[config.mk]
export PLATFORM = sky130hd
export DESIGN_NAME = lp805x_xram_arb
export DESIGN_NICKNAME = d
export VERILOG_FILES = /design/src/rtl/lp805x_xram_arb_pkg.sv /design/src/rtl/lp805x_bus_wdt.sv /design/src/rtl/lp805x_xram_arb.sv
export SDC_FILE = /design/constraint.sdc
export NUM_CORES = 1
export LEC_CHECK = 0
export ABC_AREA = 0
export BUFFER_PORTS_ARGS = -buffer_cell sky130_fd_sc_hd__buf_2
export CORE_UTILIZATION = 35
export CTS_BUF_LIST = sky130_fd_sc_hd__clkbuf_8 sky130_fd_sc_hd__clkbuf_16
export CTS_CLUSTER_DIAMETER = 60
export CTS_CLUSTER_SIZE = 12
export DETAILED_ROUTE_END_ITERATION = 12
export PLACE_DENSITY = 0.87
export SYNTH_ARGS = -nofsm -noshare
export SYNTH_HDL_FRONTEND = slang
export SYNTH_SLANG_ARGS = --single-unit
[constraint.sdc]
create_clock -name wb_clk_i -period 2.2 [get_ports wb_clk_i]
set_input_delay 0.44 -clock wb_clk_i [delete_from_list [all_inputs] [get_ports wb_clk_i]]
set_output_delay 0.44 -clock wb_clk_i [all_outputs]
set_load 0.1 [all_outputs]
[src/rtl/lp805x_xram_arb_pkg.sv]
// rtl/lp805x_xram_arb_pkg.sv - shared state encoding and defaults for the XRAM arbiter
`ifndef LP805X_XRAM_ARB_TIMEOUT
`define LP805X_XRAM_ARB_TIMEOUT 255
`endif

package lp805x_xram_arb_pkg;

  typedef enum logic [1:0] {
    ST_IDLE = 2'b00,
    ST_OWN0 = 2'b01,
    ST_OWN1 = 2'b10
  } arb_state_t;

  localparam int ARB_TIMEOUT_DEFAULT = `LP805X_XRAM_ARB_TIMEOUT;
  localparam int WDT_W               = 8;

  // Owner states are encoded one-hot so the grant vector is the state itself.
  function automatic logic [1:0] state_to_gnt(input arb_state_t s);
    return 2'(s);
  endfunction

endpackage

[src/rtl/lp805x_bus_wdt.sv]
// rtl/lp805x_bus_wdt.sv - bus watchdog counting unacknowledged strobe cycles
module lp805x_bus_wdt
  import lp805x_xram_arb_pkg::*;
#(
  parameter int TIMEOUT = ARB_TIMEOUT_DEFAULT
) (
  input  logic clk,
  input  logic rst_n,
  input  logic i_active,
  input  logic i_stb,
  input  logic i_ack,
  output logic o_expire
);

  localparam logic [WDT_W-1:0] LP_LIMIT = WDT_W'(TIMEOUT);

  logic [WDT_W-1:0] r_cnt;
  logic             w_pending;

  assign w_pending = i_active & i_stb & ~i_ack;
  // An ack in the limit cycle masks expiry because it also clears w_pending.
  assign o_expire  = w_pending & (r_cnt == LP_LIMIT);

  always_ff @(posedge clk or negedge rst_n) begin
    if (!rst_n) begin
      r_cnt <= '0;
    end else if (!w_pending) begin
      r_cnt <= '0;
    end else if (r_cnt != LP_LIMIT) begin
      r_cnt <= r_cnt + 1'b1;
    end
  end

endmodule

[src/rtl/lp805x_xram_arb.sv]
// rtl/lp805x_xram_arb.sv - two-master round-robin XRAM bus arbiter with watchdog
module lp805x_xram_arb
  import lp805x_xram_arb_pkg::*;
#(
  parameter int ADDR_W  = 16,
  parameter int DATA_W  = 8,
  parameter int TIMEOUT = ARB_TIMEOUT_DEFAULT
) (
  input  logic              wb_clk_i,
  input  logic              wb_rst_i,
  input  logic              m0_cyc_i,
  input  logic              m0_stb_i,
  input  logic              m0_we_i,
  input  logic [ADDR_W-1:0] m0_adr_i,
  input  logic [DATA_W-1:0] m0_dat_i,
  output logic [DATA_W-1:0] m0_dat_o,
  output logic              m0_ack_o,
  output logic              m0_err_o,
  input  logic              m1_cyc_i,
  input  logic              m1_stb_i,
  input  logic              m1_we_i,
  input  logic [ADDR_W-1:0] m1_adr_i,
  input  logic [DATA_W-1:0] m1_dat_i,
  output logic [DATA_W-1:0] m1_dat_o,
  output logic              m1_ack_o,
  output logic              m1_err_o,
  output logic              s_cyc_o,
  output logic              s_stb_o,
  output logic              s_we_o,
  output logic [ADDR_W-1:0] s_adr_o,
  output logic [DATA_W-1:0] s_dat_o,
  input  logic [DATA_W-1:0] s_dat_i,
  input  logic              s_ack_i,
  output logic [1:0]        gnt_o
);

  arb_state_t r_state;
  logic       r_last_gnt;
  logic [1:0] r_blk;
  logic       w_own0;
  logic       w_own1;
  logic       w_req0;
  logic       w_req1;
  logic       w_expire;

  assign w_own0 = (r_state == ST_OWN0);
  assign w_own1 = (r_state == ST_OWN1);
  // A master terminated by the watchdog must drop cyc once before it may compete again.
  assign w_req0 = m0_cyc_i & ~r_blk[0];
  assign w_req1 = m1_cyc_i & ~r_blk[1];

  always_ff @(posedge wb_clk_i or negedge wb_rst_i) begin
    if (!wb_rst_i) begin
      r_state    <= ST_IDLE;
      r_last_gnt <= 1'b1;
      r_blk      <= 2'b00;
    end else begin
      if (!m0_cyc_i) r_blk[0] <= 1'b0;
      if (!m1_cyc_i) r_blk[1] <= 1'b0;
      case (r_state)
        ST_IDLE: begin
          if (w_req0 && (!w_req1 || r_last_gnt)) begin
            r_state <= ST_OWN0;
          end else if (w_req1) begin
            r_state <= ST_OWN1;
          end
        end
        ST_OWN0: begin
          if (!m0_cyc_i) begin
            r_state    <= ST_IDLE;
            r_last_gnt <= 1'b0;
          end else if (w_expire) begin
            r_state    <= ST_IDLE;
            r_last_gnt <= 1'b0;
            r_blk[0]   <= 1'b1;
          end
        end
        ST_OWN1: begin
          if (!m1_cyc_i) begin
            r_state    <= ST_IDLE;
            r_last_gnt <= 1'b1;
          end else if (w_expire) begin
            r_state    <= ST_IDLE;
            r_last_gnt <= 1'b1;
            r_blk[1]   <= 1'b1;
          end
        end
        default: r_state <= ST_IDLE;
      endcase
    end
  end

  assign s_cyc_o  = (w_own0 & m0_cyc_i) | (w_own1 & m1_cyc_i);
  assign s_stb_o  = (w_own0 & m0_stb_i) | (w_own1 & m1_stb_i);
  assign s_we_o   = (w_own0 & m0_we_i)  | (w_own1 & m1_we_i);
  assign s_adr_o  = w_own0 ? m0_adr_i : (w_own1 ? m1_adr_i : '0);
  assign s_dat_o  = w_own0 ? m0_dat_i : (w_own1 ? m1_dat_i : '0);

  assign m0_ack_o = w_own0 & s_ack_i;
  assign m1_ack_o = w_own1 & s_ack_i;
  assign m0_dat_o = w_own0 ? s_dat_i : '0;
  assign m1_dat_o = w_own1 ? s_dat_i : '0;
  assign m0_err_o = w_own0 & w_expire;
  assign m1_err_o = w_own1 & w_expire;

  assign gnt_o    = state_to_gnt(r_state);

  lp805x_bus_wdt #(
    .TIMEOUT (TIMEOUT)
  ) u_wdt (
    .clk      (wb_clk_i),
    .rst_n    (wb_rst_i),
    .i_active (w_own0 | w_own1),
    .i_stb    (s_stb_o),
    .i_ack    (s_ack_i),
    .o_expire (w_expire)
  );

endmodule

==> flow_summary.json, run 1 <==
{
  "synth_edf_count": 0,
  "synth_area_leader_cell": "dfrtp_1",
  "grt_max_degree": 35,
  "overflow": 49,
  "grt_use_total": 0.731,
  "outcome": "stopped before the end",
  "routabilityCongestion": 0.809,
  "synth-seq-area-share": 0.280,
  "initial_core_util": 0.376,
  "yosys-top-cells-count": "27 x a22o_1, 18 x and2_1, 12 x dfrtp_1, 9 x nor2_1",
  "synth-seq-cells": 13,
  "yosysTopAreaCellShare": 0.257,
  "yosysMostFrequentCell": "a22o_1",
  "fp.dieH_microns": 59.8,
  "die_w_microns": 59.8,
  "place_ws_ns": 0.0346,
  "numClockSinks": 13,
  "ys.flop_type": "dfrtp_1",
  "synthDistinctLibCells": 36,
  "port_buffers": 113,
  "yosys_warnings": 0,
  "stop_error": "[ERROR GRT-0232] Routing congestion too high. Check the congestion heatmap in the GUI.",
  "dpl.hpwl_microns": 5230,
  "cts_buffer_depth": 2,
  "synth_area_sq_mm": 0.00117,
  "h-tree-depth": 1,
  "cts_made_buffers": 3,
  "synth_fp_nets": 201,
  "lastStage": "5_1_grt",
  "avgSynthCellArea_sq_um": 8.91,
  "io_pins": 114,
  "rows": 20,
  "synthArstFlopShare": 1.00,
  "cts_hold_buf": 0,
  "placed_area_sq_mm": 0.00277,
  "synthTopCellsByArea": "dfrtp_1 26%, a22o_1 20%, and2_1 9.6%, ha_1 5.4%, nor2_1 2.9%",
  "netlist_instances": 131,
  "root_buffer": "clkbuf_8"
}
==> metrics by stage <==
step | setup TNS, ns | cells
floorplan | 0 | 131
global placement | 0 | 285
detailed placement | 0 | 285
CTS | -0.0246 | 300
==> layer usage <==
layer | GRT usage | GRT overflow
met1 | 0.693 | 0
met4 | 0.877 | 18
met5 | 0.0476 | 0
met3 | 0.504 | 0
met2 | 0.940 | 31
==> repair_timing <==
| action | 4_1_cts |
|---|---|
| setup endpoints to repair | 36 |
| pin swaps | 5 |
| cloned | 1 |
| setup buffers | 10 |
| endpoints found under the hold margin | 0 |
| gates resized for setup | 14 |
==> logic make-up after synthesis <==
family                   Yosys count  share of synthesized area
AND/OR/NAND/NOR                   51                      0.273
buffers and inverters             15                     0.0514
XOR/XNOR                           2                     0.0150
adder cells (fa/ha/maj)            5                     0.0536
flip-flops                        13                      0.280
AO/OA/AOI/OAI                     44                      0.318
multiplexers                       1                    0.00857
==> run 2, diff against run 1 <==
- CORE_UTILIZATION: 35 -> 20
- CTS_BUF_LIST: sky130_fd_sc_hd__clkbuf_8 sky130_fd_sc_hd__clkbuf_16 -> default
- CTS_CLUSTER_DIAMETER: 60 -> default
- CTS_CLUSTER_SIZE: 12 -> default
- PLACE_DENSITY: 0.87 -> default
- PLACE_DENSITY_LB_ADDON: default -> 0.15
==> flow_summary.json, run 2 <==
{
  "outcome": "finished with violations",
  "violations": "setup timing",
  "root_buffer": "clkbuf_8",
  "cts_made_buffers": 3,
  "clk_latency_ns": 0.24,
  "fin_hold_ws_ns": 0.0805,
  "grt_use_total": 0.171,
  "synth-seq-cells": 13,
  "period_share": 1.01,
  "rows": 27,
  "grt_setup_unrepaired": "true",
  "drt_iter0_drc": 39,
  "critPathRequiredTime_ns": 1.76,
  "skew_ns": 0.000675,
  "rrSetupSlack_ns": 0.37,
  "ys.flop_type": "dfrtp_1",
  "final_max_slew_viol_count": 0,
  "arrival_ns": 1.77,
  "cts_buffer_depth": 2,
  "yosys-top-cells-count": "27 x a22o_1, 18 x and2_1, 12 x dfrtp_1, 9 x nor2_1",
  "yosysMostFrequentCell": "a22o_1",
  "largest_reg_flops": 8,
  "grt_pass1_wl_microns": 8180,
  "worst_slack_ns": -0.0141,
  "yosys_warnings": 0,
  "ant_nets": 0,
  "r2r-end": "gnt_o[0]",
  "most-common-layout-cells": "66 x buf_2, 48 x buf_12, 21 x a22o_4",
  "post-route-drc-count": 0,
  "dpl.hpwl_microns": 4230,
  "fp.dieH_microns": 78.4,
  "tightestPinTransition_ns": 0.484,
  "core_area_sq_mm": 0.00557,
  "slew_headroom": 0.679,
  "synthArstFlopShare": 1.00,
  "min_path_type": "input pin to asynchronous set/reset pin",
  "avgSynthCellArea_sq_um": 8.91,
  "fp.dieArea_sq_mm": 0.00615,
  "hold_viol_final": 0,
  "antenna_found_initial": 0,
  "synth_fp_nets": 201,
  "top_register": "u_wdt.r_cnt",
  "initial_core_util": 0.209,
  "synth-seq-area-share": 0.280,
  "end_kind": "output pin",
  "drive_gt1_frac": 0.771,
  "timing.rr.start": "gnt_o[1]",
  "netlist_instances": 131,
  "fin_util": 0.545,
  "place_ws_ns": 0.135,
  "max-cap-violations": 0,
  "synthDistinctLibCells": 36,
  "grt_max_degree": 22,
  "cts_tree": "yes",
  "cp_cell_sequence": "inv_4 > ha_4 > nor2b_4 > buf_4 > buf_16 > a22o_4 > buf_12",
  "first_pass_iters": 4,
  "synth_edf_count": 0,
  "fillers": 500,
  "fmax_mhz": 452,
  "port_buffers": 113,
  "setup_violations": 21,
  "critPathSlowestCell": "dfrtp_4",
  "die_w_microns": 78.4,
  "synth_area_leader_cell": "dfrtp_1",
  "avgViaCountPerCell": 4.62,
  "grt_pass1_vias": 1614,
  "yosysTopAreaCellShare": 0.257,
  "numClockSinks": 13,
  "clkTransAtPathRegs_ns": 0.06,
  "synth_area_sq_mm": 0.00117,
  "cp_max_fo": 6,
  "h-tree-depth": 1,
  "slowest_delay_ns": 0.52,
  "synthTopCellsByArea": "dfrtp_1 26%, a22o_1 20%, and2_1 9.6%, ha_1 5.4%, nor2_1 2.9%",
  "vias": 1523,
  "cp-start-kind": "flop",
  "io_pins": 114,
  "layout_commonest_cell": "buf_2",
  "routabilityCongestion": 0.724,
  "rr_worst_depth": 8,
  "wire_per_inst_microns": 15.6,
  "area_growth_pct": 160,
  "min_period_ns": 2.21,
  "layout.nets": 329,
  "num_antenna_cells": 0,
  "drt-total-wl_microns": 5130,
  "worstSetupPathType": "flop to output pin",
  "overflow": 0
}
## run 2: worst max path at each step
stage                        start           to  slack, ns  cells after the start
after floorplan           gnt_o[1]  s_adr_o[10]      0.002                      5
after global placement    gnt_o[0]   s_adr_o[0]       0.16                      6
after detailed placement  gnt_o[0]  s_adr_o[15]       0.13                      6
after CTS                 gnt_o[0]  s_adr_o[12]      -0.03                      6
after global routing      gnt_o[0]   s_adr_o[0]      -0.07                      7
final                     gnt_o[1]  s_adr_o[11]      -0.01                      7
## run 2: cell families (layout without fill, tap and decap cells)
family / after synthesis / in the layout / share of synthesized area
AO/OA/AOI/OAI: 44 / 44 / 0.318
multiplexers: 1 / 1 / 0.00857
buffers and inverters: 15 / 142 / 0.0514
XOR/XNOR: 2 / 2 / 0.0150
adder cells (fa/ha/maj): 5 / 5 / 0.0536
AND/OR/NAND/NOR: 51 / 51 / 0.273
flip-flops: 13 / 13 / 0.280
## run 2: what timing repair did
action,CTS,global route
buffers inserted,8,1
gates resized for setup,8,1
gates cloned,3,0
pin swaps,4,0
hold buffers,0,0
endpoints found under the setup margin,36,36
## run 2: critical path, delay by kind of cell, from the launching register on
family                     cells  cell delay, ns
AOI/OAI and AO/OA              1            0.22
adders and majority gates      1            0.18
buffers and inverters          4            0.54
DFF                            1            0.52
and+or+nand+nor                1            0.06
## run 2: layout make-up
type	instances	area (sq um)	area share
multi-input cells	103	1060	0.348
repair buffers	131	1480	0.488
flip-flops and latches	13	334	0.110
clock inverters	1	5.00	0.00165
well taps	72	90.1	0.0296
clock buffers	3	41.3	0.0136
inverters	7	28.8	0.00947
## run 2: metrics by stage
step           instances  area (sq um)  TNS [ns]
5_1_grt              330          3040     -1.42
6_report             330          3040    -0.175
4_1_cts              330          3040    -0.363
3_5_place_dp         315          2820         0
3_3_place_gp         315          2820         0
2_1_floorplan        131          1440         0
## run 2: routing by layer
layer	track usage	wire length [microns]	vias to the layer above
met5	0	0	-
met1	0.195	1890	720
li1	-	-	743
met2	0.307	2770	58
met4	0.0315	33	0
met3	0.0616	440	2
Power of run 2 is left out: the tool's default activity adds up to more than one toggle a clock period on the data nets, which glitch-free logic cannot reach.
